--- src/rtl/gouram_trace_pkg.sv ---
// Shared types and helpers for the gouram multi-channel trace collector.
// GOURAM_TRACE_TIMESTAMP_EN adds a timestamp field to the trace record.
package gouram_trace_pkg;

    localparam logic [31:0] DROP_COUNT_MAX = 32'hFFFF_FFFF;

    localparam int DEF_TRACE_WIDTH = 128;
    localparam int DEF_CH_W        = 2;
    localparam int DEF_TS_WIDTH    = 32;

    function automatic int ch_width(input int n);
        return (n <= 1) ? 1 : $clog2(n);
    endfunction

    // Record layout for the default configuration, most significant field first.
    typedef struct packed {
`ifdef GOURAM_TRACE_TIMESTAMP_EN
        logic [DEF_TS_WIDTH-1:0]    ts;
`endif
        logic [DEF_CH_W-1:0]        ch;
        logic [DEF_TRACE_WIDTH-1:0] payload;
    } trace_rec_t;

endpackage

--- src/rtl/gouram_rr_arbiter.sv ---
// Round-robin arbiter: grants the first requester at or after rr_ptr,
// wrapping around; rr_ptr moves past the winner only when advance is set.
module gouram_rr_arbiter
    import gouram_trace_pkg::*;
#(
    parameter  int N  = 4,
    localparam int IW = ch_width(N)
) (
    input  logic          clk,
    input  logic          rst,
    input  logic [N-1:0]  req,
    input  logic          advance,
    output logic [N-1:0]  grant,
    output logic [IW-1:0] grant_idx,
    output logic          grant_valid
);

    logic [IW-1:0] rr_ptr;

    always_comb begin
        logic [IW:0]   sum;
        logic [IW-1:0] idx;
        grant       = '0;
        grant_idx   = '0;
        grant_valid = 1'b0;
        sum         = '0;
        idx         = '0;
        for (int k = 0; k < N; k++) begin
            sum = {1'b0, rr_ptr} + (IW+1)'(k);
            if (sum >= (IW+1)'(N)) begin
                sum = sum - (IW+1)'(N);
            end
            idx = sum[IW-1:0];
            if (!grant_valid && req[idx]) begin
                grant_valid = 1'b1;
                grant_idx   = idx;
            end
        end
        if (grant_valid) begin
            grant[grant_idx] = 1'b1;
        end
    end

    always_ff @(posedge clk or posedge rst) begin
        if (rst) begin
            rr_ptr <= '0;
        end else if (advance) begin
            if (int'(grant_idx) == N - 1) begin
                rr_ptr <= '0;
            end else begin
                rr_ptr <= grant_idx + 1'b1;
            end
        end
    end

endmodule

--- src/rtl/gouram_trace_mux.sv ---
// Multi-channel trace collector: round-robin merge of producers into a FIFO.
// Define GOURAM_TRACE_TIMESTAMP_EN to prefix each record with a timestamp.
module gouram_trace_mux
    import gouram_trace_pkg::*;
#(
    parameter  int N_CHANNELS   = 4,
    parameter  int TRACE_WIDTH  = 128,
    parameter  int DEPTH        = 8,
    parameter  int DROP_ON_FULL = 0,
    parameter  int TS_WIDTH     = 32,
    localparam int CH_W         = ch_width(N_CHANNELS),
`ifdef GOURAM_TRACE_TIMESTAMP_EN
    localparam int REC_W        = TRACE_WIDTH + CH_W + TS_WIDTH,
`else
    localparam int REC_W        = TRACE_WIDTH + CH_W,
`endif
    localparam int LW           = $clog2(DEPTH) + 1
) (
    input  logic                              clk,
    input  logic                              rst,
    input  logic [N_CHANNELS-1:0]             in_valid,
    input  logic [N_CHANNELS*TRACE_WIDTH-1:0] in_data,
    output logic [N_CHANNELS-1:0]             in_ready,
    input  logic                              flush,
    output logic                              out_valid,
    input  logic                              out_ready,
    output logic [REC_W-1:0]                  out_data,
    output logic                              lock,
    output logic [LW-1:0]                     level,
    output logic [31:0]                       dropped_count
);

    localparam int AW = $clog2(DEPTH);

    if (N_CHANNELS < 1 || N_CHANNELS > 16 || DEPTH < 2 ||
        (DEPTH & (DEPTH - 1)) != 0 || TS_WIDTH < 1) begin : g_bad_cfg
        $error("gouram_trace_mux: unsupported parameter set");
    end

    logic [REC_W-1:0]        mem [DEPTH];
    logic [AW-1:0]           wr_ptr;
    logic [AW-1:0]           rd_ptr;
    logic [LW-1:0]           level_next;
    logic                    full;
    logic                    empty;
    logic                    accept_ok;
    logic                    xfer;
    logic                    push;
    logic                    pop;
    logic                    drop;
    logic [N_CHANNELS-1:0]   grant;
    logic [CH_W-1:0]         grant_idx;
    logic                    grant_valid;
    logic [TRACE_WIDTH-1:0]  sel_data;
    logic [REC_W-1:0]        wr_rec;

    gouram_rr_arbiter #(
        .N (N_CHANNELS)
    ) u_arb (
        .clk         (clk),
        .rst         (rst),
        .req         (in_valid),
        .advance     (xfer),
        .grant       (grant),
        .grant_idx   (grant_idx),
        .grant_valid (grant_valid)
    );

    assign full  = (level == LW'(DEPTH));
    assign empty = (level == '0);

    // Full only blocks producers in backpressure mode; drop mode keeps granting.
    assign accept_ok = !rst && !flush && (DROP_ON_FULL != 0 || !full);
    assign in_ready  = accept_ok ? grant : '0;
    assign xfer      = accept_ok && grant_valid;
    assign push      = xfer && !full;
    assign drop      = xfer && full;
    assign pop       = !flush && !empty && out_ready;

    assign sel_data  = in_data[grant_idx*TRACE_WIDTH +: TRACE_WIDTH];

`ifdef GOURAM_TRACE_TIMESTAMP_EN
    logic [TS_WIDTH-1:0] ts;

    always_ff @(posedge clk or posedge rst) begin
        if (rst) begin
            ts <= '0;
        end else begin
            ts <= ts + 1'b1;
        end
    end

    assign wr_rec = {ts, grant_idx, sel_data};
`else
    assign wr_rec = {grant_idx, sel_data};
`endif

    always_ff @(posedge clk) begin
        if (push) begin
            mem[wr_ptr] <= wr_rec;
        end
    end

    assign out_valid = !empty;
    assign out_data  = empty ? '0 : mem[rd_ptr];

    always_comb begin
        level_next = level;
        if (flush) begin
            level_next = '0;
        end else if (push && !pop) begin
            level_next = level + 1'b1;
        end else if (pop && !push) begin
            level_next = level - 1'b1;
        end
    end

    always_ff @(posedge clk or posedge rst) begin
        if (rst) begin
            wr_ptr <= '0;
            rd_ptr <= '0;
            level  <= '0;
            lock   <= 1'b0;
        end else begin
            if (flush) begin
                wr_ptr <= '0;
                rd_ptr <= '0;
            end else begin
                if (push) begin
                    wr_ptr <= wr_ptr + 1'b1;
                end
                if (pop) begin
                    rd_ptr <= rd_ptr + 1'b1;
                end
            end
            level <= level_next;
            lock  <= (level_next == LW'(DEPTH));
        end
    end

    always_ff @(posedge clk or posedge rst) begin
        if (rst) begin
            dropped_count <= '0;
        end else if (drop && dropped_count != DROP_COUNT_MAX) begin
            dropped_count <= dropped_count + 32'd1;
        end
    end

endmodule

--- config.mk ---
export PLATFORM = sky130hd
export DESIGN_NAME = gouram_trace_mux
export DESIGN_NICKNAME = d
export VERILOG_FILES = /design/src/rtl/gouram_trace_pkg.sv /design/src/rtl/gouram_rr_arbiter.sv /design/src/rtl/gouram_trace_mux.sv
export SDC_FILE = /design/constraint.sdc
export NUM_CORES = 1
export LEC_CHECK = 0
export CAP_MARGIN = 5
export CORE_UTILIZATION = 33
export CTS_CLUSTER_DIAMETER = 120
export DETAILED_ROUTE_END_ITERATION = 12
export SLEW_MARGIN = 0
export SYNTH_ARGS = -nofsm -noshare
export SYNTH_HDL_FRONTEND = slang
export SYNTH_SLANG_ARGS = --single-unit
--- constraint.sdc ---
create_clock -name clk -period 15.3 [get_ports clk]
set_input_delay 3.06 -clock clk [delete_from_list [all_inputs] [get_ports clk]]
set_output_delay 3.06 -clock clk [all_outputs]
set_load 0.1 [all_outputs]
Word level (Yosys, flattened, before mapping) --
Memories as Yosys holds them, arrays and structs flattened. Index checks and enable logic that the tools add are counted.
Cells by class: add/subtract/negate cells 13, multipliers 0, divide/modulo/power cells 0, order comparisons 10, eq/ne operators 4, shift-type cells 1, mux-type cells 35, bitwise logic cells 0, reductions and logical operators 26
Operators with widths (count):
- $shiftx A512 B10 Y128 | 1
- $mux W130 | 1
- $add A32 B1 Y32 const B | 1
- $ne A32 B32 Y1 const B | 1
- $mux W4 | 5
- $mux W2 | 9
- $lt A2 B3 Y1 const B | 5
- $logic_and A1 B1 Y1 | 14
- $mux W3 | 4
- $mux W1 | 11
- $ge A3 B3 Y1 const B | 3
- $logic_not A1 Y1 | 9
- $bmux W1 S2 | 4
- $eq A4 B4 Y1 const B | 2
- $sub A2 B1 Y2 const B | 4
- $add A2 B2 Y3 const B | 2
- $add A3 B1 Y3 const B | 2
- $add A4 B1 Y4 const B | 1
- $logic_not A4 Y1 | 1
- $reduce_bool A2 Y1 | 2
- $sub A4 B1 Y4 const B | 1
- $add A2 B1 Y3 const B | 1
- $ge A2 B3 Y1 const B | 1
- $add A2 B1 Y2 const B | 1
- 3 further kinds | 3
Storage, ports and cells: bits in registers 45, bits in latches 0, memory bits (writable) 1040, bits in read-only memories 0, bits of input ports 520, output and inout bits 172, logic and storage cells 96, memories kept 1
Memory list:
- mem | depth 8, width 130, rd ports 1, clocked after Yosys merged registers in 0, write ports 1, line gouram_trace_mux.sv:40 | logic [REC_W-1:0] mem [DEPTH];

Longest topological paths before layout --
depth in word-level cells 22, gate-level depth with buffers 11, depth with buffers taken out 10

Cells and area by module --
Synthesis repeated with hierarchy kept, for this count alone.
Second synthesis, totals: cell total of the unflattened synthesis 1984, area, all modules 44321.3 um2
Modules (own cells, without submodules):
- gouram_trace_mux | times used 1, cells each 1954, area each 44033.5 um2, sequential area each 32306.0 um2
- gouram_rr_arbiter | times used 1, cells each 30, area each 287.8 um2, sequential area each 50.0 um2

Worst setup path before layout --
Ideal clock, no wire load.
kind input to register, start point in flush, end point mem mem[1][0] (netlist bit) (enable), library setup time 0.984 ns, data arrival time 16.751 ns, data required time 14.316 ns, path slack -2.435 ns, cell stages on the path 3, path buffers 0, cell sequence nor2_1 nand3_2 nor4b_1
Between the ends: word-level cells in the longest chain between the ends 7
RTL lines:
- start: declaration | line gouram_trace_mux.sv:24 | input logic flush,
- $logic_not A1 Y1 | line gouram_trace_mux.sv:73 | assign accept_ok = !rst && !flush && (DROP_ON_FULL != 0 || !full);
- $logic_and A1 B1 Y1 (2 in a row) | line gouram_trace_mux.sv:73
- $logic_and A1 B1 Y1 | line gouram_trace_mux.sv:75 | assign xfer = accept_ok && grant_valid;
- $logic_and A1 B1 Y1 | line gouram_trace_mux.sv:76 | assign push = xfer && !full;
- $mux W1 | line gouram_trace_mux.sv:99 | if (push) begin
- $mux W1 (implied by the code) | line gouram_trace_mux.sv:100 | mem[wr_ptr] <= wr_rec;
- end: declaration | line gouram_trace_mux.sv:40
No other way between the ends.

Final worst setup path --
start point in in_valid[0], end point out in_ready[3]
Between the ends: word-level cells in the longest chain between the ends 18, elaborated cells on any way between the ends 29, those cells by class order compare: 2; mux: 20; reduce/logical: 7
RTL lines:
- start: declaration | line gouram_trace_mux.sv:21 | input logic [N_CHANNELS-1:0] in_valid,
- $bmux W1 S2 | line gouram_rr_arbiter.sv:34 | if (!grant_valid && req[idx]) begin
- $mux W1 (implied by the code) | line gouram_rr_arbiter.sv:34
- $mux W1 | line gouram_rr_arbiter.sv:34
- $logic_not A1 Y1 | line gouram_rr_arbiter.sv:34
- $logic_and A1 B1 Y1 | line gouram_rr_arbiter.sv:34
- $mux W1 | line gouram_rr_arbiter.sv:34
- $logic_not A1 Y1 | line gouram_rr_arbiter.sv:34
- $logic_and A1 B1 Y1 | line gouram_rr_arbiter.sv:34
- [... 3 more ...]
- $mux W2 (*) | line gouram_rr_arbiter.sv:34
- named net grant_idx[1] | line gouram_trace_mux.sv:52 | logic [CH_W-1:0] grant_idx;
- $lt A2 B3 Y1 (implied by the code) or $ge A2 B1 Y1 (tied branches) | line gouram_rr_arbiter.sv:40 | grant[grant_idx] = 1'b1;
- $logic_and A1 B1 Y1 (implied by the code) | line gouram_rr_arbiter.sv:40
- $mux W1 (implied by the code) | line gouram_rr_arbiter.sv:40
- $demux W1 S2 (*)
- $mux W4 (*) | line gouram_rr_arbiter.sv:39 | if (grant_valid) begin
- $mux W4 (*) | line gouram_trace_mux.sv:74 | assign in_ready = accept_ok ? grant : '0;
- end: declaration | line gouram_trace_mux.sv:23 | output logic [N_CHANNELS-1:0] in_ready,
The timed path passes the listed nets; every way through them passes the cells marked *. The select of a mux whose other input is x is not followed.

==> impl_metrics.yaml <==
grt:
  antenna_found_initial: 1
  grt_max_degree: 132
  gr-usage-all-layers: 0.154
  gr-total-overflow: 0
  grt_pass1_wl_um: 159000
  grt_pass1_vias: 24500
setup_path:
  crit_buf_inv: 3
  cp_common_cell: "clkdlybuf4s50_1"
  crit_family: "buffers and inverters"
  cpMaxStageDelayCell: "clkdlybuf4s50_1"
  crit_type: "in -> out"
  cp_cell_sequence: "clkdlybuf4s50_1 -> a21oi_1 -> o21a_1 -> o22ai_4 -> inv_1 -> ha_1 -> and2_1 -> clkdlybuf4s50_1"
  cp.depth: 8
  worst_ep_arrival_time_ns: 6.31
  reg2reg_slack_ns: 10.06
  r2r_end: "mem[5][67]"
  worstPathRequired_ns: 12.24
  cp_max_fo: 21
  crit_path_end_kind: "primary output"
  cp-start-kind: "primary input"
  reg2reg_from: "u_arb.rr_ptr[1]"
  worst_r2r_path_depth: 8
  startpoint: "in_valid[0]"
  cpPeakStageDelay_ns: 0.96
  crit_path_end: "in_ready[3]"
place:
  gp_congestion: 0.710
  hpwl_um: 64700
  io_buffers: 691
  post-place-ws_ns: 5.92
clock_network:
  cts_htree_levels: 3
  clkTransAtPathRegs_ns: 0.05
  cts-buffers-inserted: 111
  cts_root_buffer: "clkbuf_16"
  worst_skew_pair.late_latency_ns: 0.68
  tritoncts: "done"
  post_cts_buffers: 0
  clockBufferDepth: 3
  post_cts_resized: 0
  cts.sinks: 1085
  holdBufCountCts: 0
pwr:
  combPwrFrac: 0.398
  power_density_nw_per_um2: 185
  vdd_drop_max_uv: 227
  p_leak_nw: 19.1
  p_seq_frac: 0.350
  internal-power_mw: 6.52
  clkPwrFrac: 0.251
  switching_share: 0.389
  p_switching_mw: 4.16
timing:
  tns_ns: 0
  worstMarginPinSlew_ns: 1.20
  setup_ws_ns: 5.93
  rsz0062_at_grt: "no"
  hold_viol: 0
  finalSetupViolCount: 0
  maxSlewViolCount: 0
  fmax_mhz: 107
  relSlewSlack: 0.200
  skew_ns: 0.0311
  post-route-period-util: 0.612
  layout_min_cycle_time_ns: 9.37
drt:
  drtIter0Drc: 1428
  num_vias: 23400
  drt_pass1_iterations: 4
  routed_wl_um: 109000
  routedWlPerCell_um: 22.8
  route.detailed.drc: 0
  viasPerCell: 4.87
  drtAntennaViolNets: 0
yosys:
  async_flop_share: 0.0415
  syn_nets: 2775
  synth.avg_cell_area_um2: 20.1
  syn_inst: 2247
  synth_top_area_cell: "edfxtp_1"
  yosys_warnings: 0
  netlist_area_um2: 45200
  ys_top_cells_by_count: "edfxtp_1 (1040), mux2i_1 (517), mux4_2 (260), nor2_1 (139), clkbuf_1 (81)"
  yosysSeqAreaShare: 0.716
  synthFlopType: "edfxtp_1"
  yosysUniqueCellTypes: 46
  yosysMostFrequentCell: "edfxtp_1"
  ys_seq_elements: 1085
  synth_edf_count: 1040
  yosys-top-cells-area: "edfxtp_1 (69%), mux4_2 (13%), mux2i_1 (11%)"
  yosysTopAreaCellShare: 0.691
die:
  pin_count: 692
  dieArea_um2: 138000
  die-width_um: 372
  fp-row-count: 135
  start_util: 0.333
  core_area_um2: 136000
  die-height_um: 372
layout:
  fin_nets: 3455
  area_growth_syn_to_layout_pct: 27.7
  drive_above_1_share: 0.159
  multi_input_area_um2: 12200
  seq_area_um2: 32400
  num-fill-cells: 11900
run_status:
  status: "finished clean"
flow_run:
  cap_violations: 0
hold_path:
  hold_class: "reg -> reg"
## worst min-delay path by stage
stage / startpoint / end / slack [ns] / cells past startpoint
after detailed placement: dropped_count[10] / dropped_count[10] / 0.36 / 0
final: dropped_count[10] / dropped_count[10] / 0.37 / 0
after global placement: dropped_count[31] / dropped_count[31] / 0.36 / 0
after global routing: dropped_count[25] / dropped_count[25] / 0.38 / 0
after floorplan: u_arb.rr_ptr[1] / u_arb.rr_ptr[1] / 0.54 / 2
after CTS: dropped_count[17] / dropped_count[17] / 0.38 / 0
## power groups by stage
stage	logic, mW	clock network [mW]	registers, mW
after global routing	4.48	2.86	3.75
after global placement	4.30	0	3.80
after CTS	4.33	2.75	3.74
after detailed placement	4.33	0	3.81
after floorplan	3.13	0	3.80
final	4.25	2.68	3.74
## kinds of logic after synthesis
family,synth area share
flip-flops,0.716
AND/OR/NAND/NOR,0.0171
XOR/XNOR,0.00127
adder cells (fa/ha/maj),0.00246
buffers and inverters,0.0166
AO/OA/AOI/OAI,0.00235
multiplexers,0.244
## layer usage
layer,global-route usage,vias to the layer above,share of wire
li1,-,10500,-
met1,0.204,12100,0.43
met2,0.263,633,0.50
met3,0.0254,113,0.051
met4,0.0358,0,0.016
met5,0,-,0
## layout by cell type, fill, tap and decap left out, types with 2 or more instances in the layout
cell type	synthesis	layout
mux2i_1	517	517
clkinv_4	0	2
dfrtp_4	0	3
a21oi_1	4	4
dfrtp_1	45	42
buf_4	2	41
buf_12	0	3
inv_6	0	2
nor2_1	139	138
nor3b_2	0	2
nor3_2	0	2
bufinv_16	0	11
clkdlybuf4s50_1	0	691
inv_2	2	2
edfxtp_1	1040	1040
nor4b_4	0	2
nand3_1	2	2
nand2_1	11	11
ha_1	8	8
clkinv_1	0	24
and2_1	4	4
clkbuf_16	0	114
inv_8	0	3
clkinv_8	0	2
nand4_1	2	2
clkinvlp_4	0	7
clkbuf_1	81	26
mux4_2	260	260
xor2_1	3	3
clkinv_2	0	11
nor2b_1	4	3
nand2b_1	2	2
inv_1	6	5
## final cells by class
| cell class | instances | share of cell area |
|---|---|---|
| diodes | 1 | 0.0000434 |
| clock buffers | 140 | 0.0511 |
| clock inverters | 63 | 0.0116 |
| inverters | 8 | 0.000650 |
| multi-input cells | 986 | 0.211 |
| flip-flops and latches | 1085 | 0.561 |
| well taps | 1781 | 0.0386 |
| repair buffers | 735 | 0.126 |
## state kept, by name (all words and copies together) (netlist names)
name and flops:
dropped_count 32, u_arb.rr_ptr 2, lock 1, rd_ptr 3
level 4, wr_ptr 3, mem 1040
## stage by stage
stage	instances	hold slack, ns	total power, mW	cell area (um2)	utilization
after floorplan	2247	0.535	6.93	45200	-
after global placement	4595	0.364	8.10	54100	0.399
after detailed placement	4595	0.364	8.13	54100	0.399
after CTS	4798	0.378	10.8	57700	0.426
after global routing	4798	0.381	11.1	57700	0.426
final	4799	0.372	10.7	57700	0.426
## worst register-to-register path, stage by stage (launching register included)
cell	delay, ns
dfrtp_1	0.48
a21oi_1	0.10
o21a_1	0.20
o22ai_4	0.65
buf_4	0.68
buf_4	0.74
buf_4	0.93
mux2i_1	0.24
mux2i_1	0.87
Note: power is estimated with default switching activity, not from simulation.
